[src/rtl/fetch_queue_2way.sv]
// Two-wide instruction fetch unit: owns the fetch PC and buffers instruction pairs for decode.
// Optional macro FETCH_BR_SPLIT_EN: predecode slot 1 and end the pair after a control transfer.
module fetch_queue_2way #(
    parameter int          DEPTH    = 4,
    parameter logic [63:0] RESET_PC = 64'h0,
    parameter int          CNT_W    = $clog2(DEPTH) + 1
) (
    input  logic             clk,
    input  logic             rst_n,
    input  logic             redirect_en,
    input  logic [63:0]      redirect_pc,
    output logic [63:0]      imem_pc,
    output logic [63:0]      imem_pc4,
    input  logic [31:0]      imem_instr1,
    input  logic [31:0]      imem_instr2,
    output logic             dec_valid,
    input  logic             dec_ready,
    output logic [63:0]      dec_pc,
    output logic [31:0]      dec_instr1,
    output logic [31:0]      dec_instr2,
    output logic             dec_valid2,
    output logic [CNT_W-1:0] q_count
);

    localparam int PTR_W = (DEPTH > 1) ? $clog2(DEPTH) : 1;

    logic [63:0]      fetch_pc;
    logic [PTR_W-1:0] rd_ptr;
    logic [PTR_W-1:0] wr_ptr;
    logic [CNT_W-1:0] count;

    logic [63:0] q_pc     [DEPTH];
    logic [31:0] q_instr1 [DEPTH];
    logic [31:0] q_instr2 [DEPTH];
    logic        q_v2     [DEPTH];

    logic        pop;
    logic        push;
    logic        not_empty;
    logic        new_v2;
    logic [63:0] pc_step;

    assign imem_pc  = fetch_pc;
    assign imem_pc4 = fetch_pc + 64'd4;

    assign not_empty = (count != '0);
    assign pop       = not_empty && dec_ready;
    // A full queue still accepts a pair when decode frees the head in the same cycle.
    assign push      = !redirect_en && ((count < CNT_W'(DEPTH)) || pop);

`ifdef FETCH_BR_SPLIT_EN
    logic is_ctrl;
    assign is_ctrl = (imem_instr1[6:0] == 7'h63) ||
                     (imem_instr1[6:0] == 7'h67) ||
                     (imem_instr1[6:0] == 7'h6F);
    assign new_v2  = !is_ctrl;
    assign pc_step = is_ctrl ? 64'd4 : 64'd8;
`else
    assign new_v2  = 1'b1;
    assign pc_step = 64'd8;
`endif

    assign dec_valid  = not_empty;
    assign q_count    = count;
    assign dec_pc     = not_empty ? q_pc[rd_ptr]     : 64'h0;
    assign dec_instr1 = not_empty ? q_instr1[rd_ptr] : 32'h0;
    assign dec_instr2 = not_empty ? q_instr2[rd_ptr] : 32'h0;
    assign dec_valid2 = not_empty ? q_v2[rd_ptr]     : 1'b0;

    // Reset outranks redirect; redirect discards any pop and blocks the push.
    always_ff @(posedge clk) begin
        if (!rst_n) begin
            fetch_pc <= RESET_PC;
            rd_ptr   <= '0;
            wr_ptr   <= '0;
            count    <= '0;
        end else if (redirect_en) begin
            fetch_pc <= redirect_pc & ~64'h3;
            rd_ptr   <= '0;
            wr_ptr   <= '0;
            count    <= '0;
        end else begin
            if (push) begin
                fetch_pc <= fetch_pc + pc_step;
                wr_ptr   <= wr_ptr + PTR_W'(1);
            end
            if (pop) begin
                rd_ptr <= rd_ptr + PTR_W'(1);
            end
            if (push && !pop) begin
                count <= count + CNT_W'(1);
            end else if (pop && !push) begin
                count <= count - CNT_W'(1);
            end
        end
    end

    // Entry storage needs no reset: the count alone decides what is visible.
    always_ff @(posedge clk) begin
        if (rst_n && push) begin
            q_pc[wr_ptr]     <= fetch_pc;
            q_instr1[wr_ptr] <= imem_instr1;
            q_instr2[wr_ptr] <= imem_instr2;
            q_v2[wr_ptr]     <= new_v2;
        end
    end

endmodule

[config.mk]
export PLATFORM = sky130hd
export DESIGN_NAME = fetch_queue_2way
export DESIGN_NICKNAME = d
export VERILOG_FILES = /design/src/rtl/fetch_queue_2way.sv
export SDC_FILE = /design/constraint.sdc
export NUM_CORES = 1
export LEC_CHECK = 0
export ABC_AREA = 1
export CAP_MARGIN = 0
export CELL_PAD_IN_SITES_DETAIL_PLACEMENT = 1
export CELL_PAD_IN_SITES_GLOBAL_PLACEMENT = 2
export CORE_ASPECT_RATIO = 2
export CORE_UTILIZATION = 37
export CTS_BUF_LIST = sky130_fd_sc_hd__clkbuf_8 sky130_fd_sc_hd__clkbuf_16
export DETAILED_ROUTE_END_ITERATION = 16
export HOLD_SLACK_MARGIN = 0.02
export PLACE_DENSITY_LB_ADDON = 0.1
export SETUP_SLACK_MARGIN = 0.3
export SYNTH_ARGS = -nofsm -noshare
export SYNTH_HDL_FRONTEND = slang
export SYNTH_SLANG_ARGS = --single-unit
[constraint.sdc]
create_clock -name clk -period 16.85 [get_ports clk]
set_clock_uncertainty 0.1 [all_clocks]
set_input_delay 3.37 -clock clk [delete_from_list [all_inputs] [get_ports clk]]
set_output_delay 3.37 -clock clk [all_outputs]
set_load 0.01 [all_outputs]
Word-level counts from Yosys, hierarchy flattened
Memories as Yosys holds them, arrays and structs flattened. A register that Yosys moved wholly into a read port is not among the register bits.
Index checks and enable logic that the tools add are counted.
{ "totals": {"n_memories": 3, "register_bits": 71, "ram_bits": 512} }
{ "memory_table": {"columns": ["memory", "words", "width", "read_ports", "rd_ports_with_merged_regs", "wr", "line_no", "text"], "rows": [
  ["q_pc", 4, 64, 1, 1, 1, "32", "logic [63:0] q_pc [DEPTH];"],
  ["q_instr1", 4, 32, 1, 1, 1, "33", "logic [31:0] q_instr1 [DEPTH];"],
  ["q_instr2", 4, 32, 1, 1, 1, "34", "logic [31:0] q_instr2 [DEPTH];"]
]} }
{ "op_classes": {"mux": 16, "n_bitwise": 1, "n_addsub": 6, "magnitude_cmp": 1, "n_reduce_logical": 13} }
{ "op_table": {"columns": ["op", "n"], "rows": [
  ["64-bit 2-to-1 mux", 3],
  ["64-bit by 3-bit adder with 64-bit output (second input constant)", 1],
  ["64-bit by 4-bit adder with 64-bit output (second input constant)", 1],
  ["32-bit 2-to-1 mux", 2],
  ["2-bit 2-to-1 mux", 6],
  ["3-bit 2-to-1 mux", 2],
  ["1-bit logical AND", 5],
  ["2-bit by 1-bit adder with 2-bit output (second input constant)", 2],
  ["2-bit nonzero test", 2],
  ["3-bit by 1-bit adder with 3-bit output (second input constant)", 1],
  ["1-bit logical NOT", 3],
  ["3-bit < comparator (second input constant)", 1],
  ["1-bit 2-to-1 mux", 3],
  ["3-bit nonzero test", 1],
  ["3-bit by 1-bit subtractor with 3-bit output (second input constant)", 1],
  ["2-bit OR reduction", 1],
  ["1-bit logical OR", 1],
  ["1-bit inverter", 1]
]} }

Logic depth before layout (Yosys ltp)
Gate-level depths: netlist of run 1.
{ "logic_depth": {"depth_word": 8, "mapped_depth": 13, "ltp_nobuf": 12} }

Worst setup path before layout of run 1
No wires, ideal clock.
{ "synth_path": {"kind": "input to register", "from": "input redirect_en", "to": "memory q_instr1[0][0] (enable)", "path_stages": 6, "setup_slack_ns": 6.719, "arrival_time_ns": 9.418, "required_ns": 16.137, "setup_ns": 0.613, "n_path_buf": 1, "path_cell_list": "buf_2 > nor2_2 > inv_1 > nor2_2 > inv_1 > nor2_1"} }
{ "synth_via": {"elab_chain_cells": 5} }
{ "synth_lines": {"columns": ["item", "line_no", "text"], "rows": [
  ["from (decl)", "10", "input logic redirect_en,"],
  ["1-bit logical NOT", "49", "assign push = !redirect_en && ((count < CNT_W'(DEPTH)) || pop);"],
  ["1-bit logical AND", "49", null],
  ["1-bit logical AND", "100", "if (rst_n && push) begin"],
  ["1-bit 2-to-1 mux", "100", null],
  ["1-bit 2-to-1 mux", null, null],
  ["to (decl)", "33", null]
]} }
Every way passes these cells.

Worst setup path in the final report of run 1
{ "layout_path": {"from": "register fetch_pc[2], in the netlist imem_pc[2]", "to": "output imem_pc4[52]"} }
{ "layout_via": {"elab_chain_cells": 1} }
{ "layout_lines": {"columns": ["item", "line_no", "text"], "rows": [
  ["from (decl)", "27", "logic [63:0] fetch_pc;"],
  ["from (signal assigned)", "78", "fetch_pc <= redirect_pc & ~64'h3;"],
  ["from (signal assigned)", "84", "fetch_pc <= fetch_pc + pc_step;"],
  ["64-bit by 3-bit adder with 64-bit output", "44", "assign imem_pc4 = fetch_pc + 64'd4;"],
  ["to (decl)", "13", "output logic [63:0] imem_pc4,"]
]} }
Every way passes these cells.

==> results of run 1 <==
## flip-flops by register name, indices dropped and copies added (netlist names), named ones only
name      flops
q_count       3
q_instr1    128
imem_pc      62
q_instr2    128
wr_ptr        2
q_pc        248
rd_ptr        2
## worst max path at each step
stage	startpoint	endpoint	slack, ps	depth (start not counted)
after floorplan	redirect_en	q_instr1[0][0]	6720	6
after global placement	rst_n	q_pc[2][53]	8360	11
after detailed placement	rst_n	q_pc[2][54]	8380	11
after CTS	imem_pc[2]	imem_pc4[52]	8990	11
after global routing	rst_n	q_pc[2][53]	8840	11
final	imem_pc[2]	imem_pc4[52]	9050	11
## worst max-delay path, stage by stage (launching register included)
cell and delay (ps):
dfxtp_1 1040, buf_4 390, ha_1 260, inv_1 100
nor2_4 200, nand2_4 110, nor2_8 220, nand4_4 170
nor2_2 350, nand3_1 150, xor2_1 160, clkdlybuf4s50_1 570
## synthesized netlist by cell type, types with 2 or more instances
cell	n	share of area
nor2_1	590	0.088
edfxtp_1	504	0.60
o21ai_0	289	0.057
nand2_1	253	0.038
a21oi_1	159	0.031
clkbuf_1	89	0.013
inv_1	88	0.013
nand3_1	72	0.014
dfxtp_1	71	0.056
xor2_1	51	0.018
a22oi_1	35	0.010
buf_1	22	0.0033
a31oi_1	20	0.0050
nand4_1	19	0.0047
nor2_2	18	0.0045
buf_2	16	0.0032
inv_2	13	0.0019
nor3_1	12	0.0024
nand2_2	11	0.0027
nor2_4	11	0.0049
o21ai_1	9	0.0018
xnor2_1	9	0.0031
buf_4	7	0.0021
ha_1	7	0.0035
nand2_4	7	0.0031
o22ai_1	6	0.0015
nor2_8	5	0.0040
nor3_2	5	0.0020
nand3_2	4	0.0016
o21bai_1	4	0.0012
clkbuf_2	2	0.00040
nand4_4	2	0.0017
nor3b_1	2	0.00059
o211ai_1	2	0.00059
## metrics by stage
step / area, µm² / util
2_1_floorplan: 25300 / -
3_3_place_gp: 29900 / 0.443
3_5_place_dp: 29900 / 0.443
4_1_cts: 31500 / 0.466
5_1_grt: 31500 / 0.466
6_report: 31500 / 0.466
## routing by layer
metal	wire length (µm)	GRT usage
met3	4190	0.0334
met5	0	0
met2	44700	0.451
met1	35600	0.300
met4	3950	0.113
## where the power goes
part / leakage, nW / total [mW] / switching [mW] / internal [mW]
clock network: 0.840 / 1.14 / 0.528 / 0.610
logic: 4.79 / 0.390 / 0.218 / 0.172
registers: 5.21 / 1.63 / 0.0489 / 1.59
## area by class of cell
class	instances	area (µm²)	share of cell area
inverter	102	390	0.0124
timing repair buffer	406	4020	0.127
tap	890	1110	0.0353
clock buffer	55	1350	0.0430
multi-input combinational	1613	7830	0.248
sequential	575	16600	0.526
clock inverter	39	241	0.00767
## cells by family (layout without fill, tap and decap cells)
kind of cell             Yosys count  count (layout)
AND/OR/NAND/NOR                 1012            1012
flip-flops                       575             575
AO/OA/AOI/OAI                    526             526
buffers and inverters            238             602
XOR/XNOR                          61              61
adder cells (fa/ha/maj)            8               8
other                              1               6
==> results.toml, run 1 <==
[clock_tree]
worstSkewPairLatency_ps = 600
cts_tree = "done"
cts_made_buffers = 52
cts_hold_buffers = 0
clock-root-buffer = "clkbuf_16"
cts_resized = 0
cts_setup_buffers = 0
htreeDepth = 2
clockBufferDepth = 3
clock_sinks = 575
clkTransAtPathRegs_ps = 60

[floorplan]
start_util = 0.374
core_area_um2 = 67600
die_area_um2 = 69400
ios = 393
die_width_um = 187
die_h_um = 372
rows = 135

[logic_synthesis]
yosysWarnings = 0
yosys.area_share.adder = 0.00426
synth_edf_count = 504
synthSimpleGateAreaFrac = 0.172
async_flop_share = 0
syn_inst = 2421
syn_area_per_cell_um2 = 10.4
ys_types = 41
synth_compound_area_frac = 0.110
ys_seq_elements = 575
seq_area_frac_synth = 0.655
syn-cell-area_um2 = 25300
muxShareOfSynthArea = 0
synth_top_family_by_area = "simple AND/OR/NAND/NOR gates"
ys.flop_type = "edfxtp_1"
synthXorXnorAreaFrac = 0.0214

[global_routing]
overflow = 0
antenna_found_initial = 0
grt_max_degree = 170
grt_pass1_vias = 20700
track_usage = 0.252
grt_first_pass_wirelength_um = 131000

[place]
port_buffers = 384
dpl_worst_slack_ps = 8380
dpl.cell_count = 3586
gp_congestion = 0.928
place_hpwl_um = 57500

[power]
leakagePower_nw = 10.8
total_power_mw = 3.16
p_per_area_nw_per_um2 = 100
ir_drop_mv = 0.0875

[sta]
rsz0062_at_grt = "no"
slew_headroom = 0.209
fmax_ghz = 0.128
fin_ws_ps = 9050
setup-tns-final_ps = 0
tightest_slew_ps = 1190
fin_hold_ws_ps = 378
period_minus_slack_ps = 7800
fin_crit_sh = 0.463
slew_viol_final = 0
setup_viol_count_final = 0
finalHoldViolCount = 0

[critical_path]
setup.worst_path.end_class = "output pin"
worstPathArrival_ps = 4330
r2r-end = "q_instr1[2][9]"
crit_required_ps = 13380
start_kind = "flop"
r2r_cells = 8
setup.worst_path.class = "reg -> out"
timing.rr.start = "q_count[2]"
cp_max_fo = 29
rrSetupSlack_ps = 13040

[layout]
antenna_cells = 0
fin_nets = 2890
syn2layout_area_growth_pct = 24.7
drive_above_1_share = 0.0642
final_cells = 3680
layout.cells.most_common = "nor2_1"
layout_common_cells = "nor2_1, edfxtp_1, clkdlybuf4s50_1"
fillers = 7375

[drt]
wirelength_um = 88500
drc = 0
wire_per_inst_um = 24.1
dr_total_vias = 19500
antenna_left = 0
routed_via_density = 5.31
firstDrtPassIters = 5
drt_iter0_drc = 1158

[flow_run]
cap_violations = 0

[worst_hold_path]
min_from = "rd_ptr[1]"
whs_path_depth = 2
hp-class = "reg -> reg"

[status]
status = "finished clean"
Note: power is estimated with default switching activity, not from simulation.
==> run 2, diff against run 1 <==
--- a/config.mk
+++ b/config.mk
@@ -10,7 +10,7 @@
 export CELL_PAD_IN_SITES_DETAIL_PLACEMENT = 1
 export CELL_PAD_IN_SITES_GLOBAL_PLACEMENT = 2
 export CORE_ASPECT_RATIO = 2
-export CORE_UTILIZATION = 37
+export CORE_UTILIZATION = 31
 export CTS_BUF_LIST = sky130_fd_sc_hd__clkbuf_8 sky130_fd_sc_hd__clkbuf_16
 export DETAILED_ROUTE_END_ITERATION = 16
 export HOLD_SLACK_MARGIN = 0.02
==> constraint.sdc (replaced) <==
create_clock -name clk -period 7.15 [get_ports clk]
set_clock_uncertainty 0.1 [all_clocks]
set_input_delay 1.43 -clock clk [delete_from_list [all_inputs] [get_ports clk]]
set_output_delay 1.43 -clock clk [all_outputs]
set_load 0.01 [all_outputs]
==> run 2 against run 1 <==
  * Largest cell class unchanged
  * Power increased by 140%
  * Critical path depth down 2
  * Highest routed layer is now met5
  * Core utilization is 6.9 points lower
  * Clock-buffer cell count up 7
  * Cell count grew 4.4%
  * Register-to-register slack lost 8900 ps
  * Combinational power grew 140%
  * Critical path type unchanged
  * Final area is 1.5% higher
  * Die area is 19% higher
  * Worst setup slack worse by 7400 ps
==> results.toml, run 2 (synthesized netlist as in run 1, its figures left out) <==
[status]
status = "finished clean"

[critical_path]
worstPathArrival_ps = 3940
setup.worst_path.end_class = "output pin"
setup.worst_path.class = "reg -> out"
cp_max_fo = 10
rrSetupSlack_ps = 4150
r2r_cells = 12
crit_required_ps = 5620
start_kind = "flop"

[power]
comb_power_share = 0.121
power.share.clock = 0.381
p_per_area_nw_per_um2 = 242
power_frac_seq = 0.497
ir_drop_mv = 0.190
sw_frac_of_total = 0.252
p_switching_mw = 1.95
total_power_mw = 7.74
leakagePower_nw = 10.9
internal-power_mw = 5.79

[sta]
fmax_ghz = 0.183
slew_headroom = 0.196
fin_crit_sh = 0.765
tightest_slew_ps = 1210
finalHoldViolCount = 0
slew_viol_final = 0
rsz0062_at_grt = "no"
setup-tns-final_ps = 0
period_minus_slack_ps = 5470
setup_viol_count_final = 0
fin_ws_ps = 1680

[floorplan]
die_width_um = 204
ios = 393
die_h_um = 406
core_area_um2 = 80600
start_util = 0.314
rows = 147
die_area_um2 = 82700

[clock_tree]
clkTransAtPathRegs_ps = 70
cts_resized = 0
cts_setup_buffers = 0
htreeDepth = 2
clock-root-buffer = "clkbuf_16"
clock_sinks = 575
worstSkewPairLatency_ps = 620
cts_hold_buffers = 0
cts_tree = "done"
cts_made_buffers = 54
clockBufferDepth = 3

[layout]
biggestRegsByFlops = "q_pc (248), q_instr1 (128), q_instr2 (128)"
antenna_cells = 0
fin_nets = 2892
fillers = 8894
final_cells = 3841
drive_above_1_share = 0.0701
layout.cells.most_common = "nor2_1"
syn2layout_area_growth_pct = 26.6
largest-register = "q_pc"
largest_reg_flops = 248
fin_area_um2 = 32000
layout_common_cells = "nor2_1, edfxtp_1, clkdlybuf4s50_1"

[place]
dpl_cell_area_um2 = 30200
port_buffers = 384
dpl.cell_count = 3739
gp_congestion = 0.964
dpl_worst_slack_ps = 2270
place_hpwl_um = 58400

[global_routing]
grt_max_degree = 209
grt_first_pass_wirelength_um = 136000
grt_use_met1 = 0.263
grt_pass1_vias = 21300
antenna_found_initial = 3
global_route.usage.met3 = 0.0364
grt_most_used_layer = "met2"
met2_usage = 0.392
track_usage = 0.223
overflow = 0

[drt]
routed_via_density = 5.05
dr_total_vias = 19400
drt_iter0_drc = 769
firstDrtPassIters = 5
wirelength_um = 92300
drc = 0
wire_per_inst_um = 24.0
antenna_left = 0

[worst_hold_path]
whs_path_depth = 2
hp-class = "reg -> reg"

[flow_run]
cap_violations = 0
run 2: cell count changes in the layout (fill, tap and decap cells not counted):
cell       before  now
bufinv_16       2    4
inv_1         103   93
buf_4          21   15
clkinv_4        2    4
clkbuf_16      53   57
inv_6           4    2
clkinv_1        8    9
buf_12          1    7
clkinv_2        8   16
clkbuf_8        2    5
run 2: through the flow:
step                hold WS [ps]   util
global placement             358  0.375
finish                       370  0.397
detailed placement           355  0.375
global route                 409  0.397
CTS                          371  0.397
floorplan                    336      -
run 2: worst paths after layout:
check | startpoint | end
max | imem_pc[4] | imem_pc4[33]
min reg2reg | rd_ptr[1] | rd_ptr[1]
min | rd_ptr[1] | rd_ptr[1]
max reg2reg | q_count[2] | q_count[2]
run 2: routing by layer:
layer | up-vias | share of wire | wire, µm
li1 | 9007 | - | -
met1 | 9717 | 0.41 | 37900
met2 | 513 | 0.50 | 46000
met3 | 147 | 0.045 | 4120
met4 | 6 | 0.046 | 4290
met5 | - | 0.00037 | 34
run 2: cell type report:
type / instances / area (µm²) / area share
timing repair buffer: 406 / 4090 / 0.128
inverter: 102 / 390 / 0.0122
multi-input combinational: 1613 / 7830 / 0.245
clock buffer: 62 / 1500 / 0.0468
clock inverter: 40 / 308 / 0.00963
sequential: 575 / 16600 / 0.518
tap: 1043 / 1310 / 0.0408
run 2: critical path, cell delays in order, from the launching register on:
cell	delay [ps]
dfxtp_1	730
ha_1	330
nand3_2	170
nor2_4	230
nand2_1	130
nor2_2	480
nand2_1	220
nor2_1	160
xor2_1	270
clkdlybuf4s50_1	590
run 2: power groups by stage:
stage          combinational (mW)  clock (mW)  sequential (mW)
6_report                    0.938        2.95             3.85
2_1_floorplan               0.388           0             3.88
4_1_cts                     0.956        3.05             3.85
5_1_grt                      1.02        3.16             3.86
3_3_place_gp                0.937           0             3.91
3_5_place_dp                0.950           0             3.92
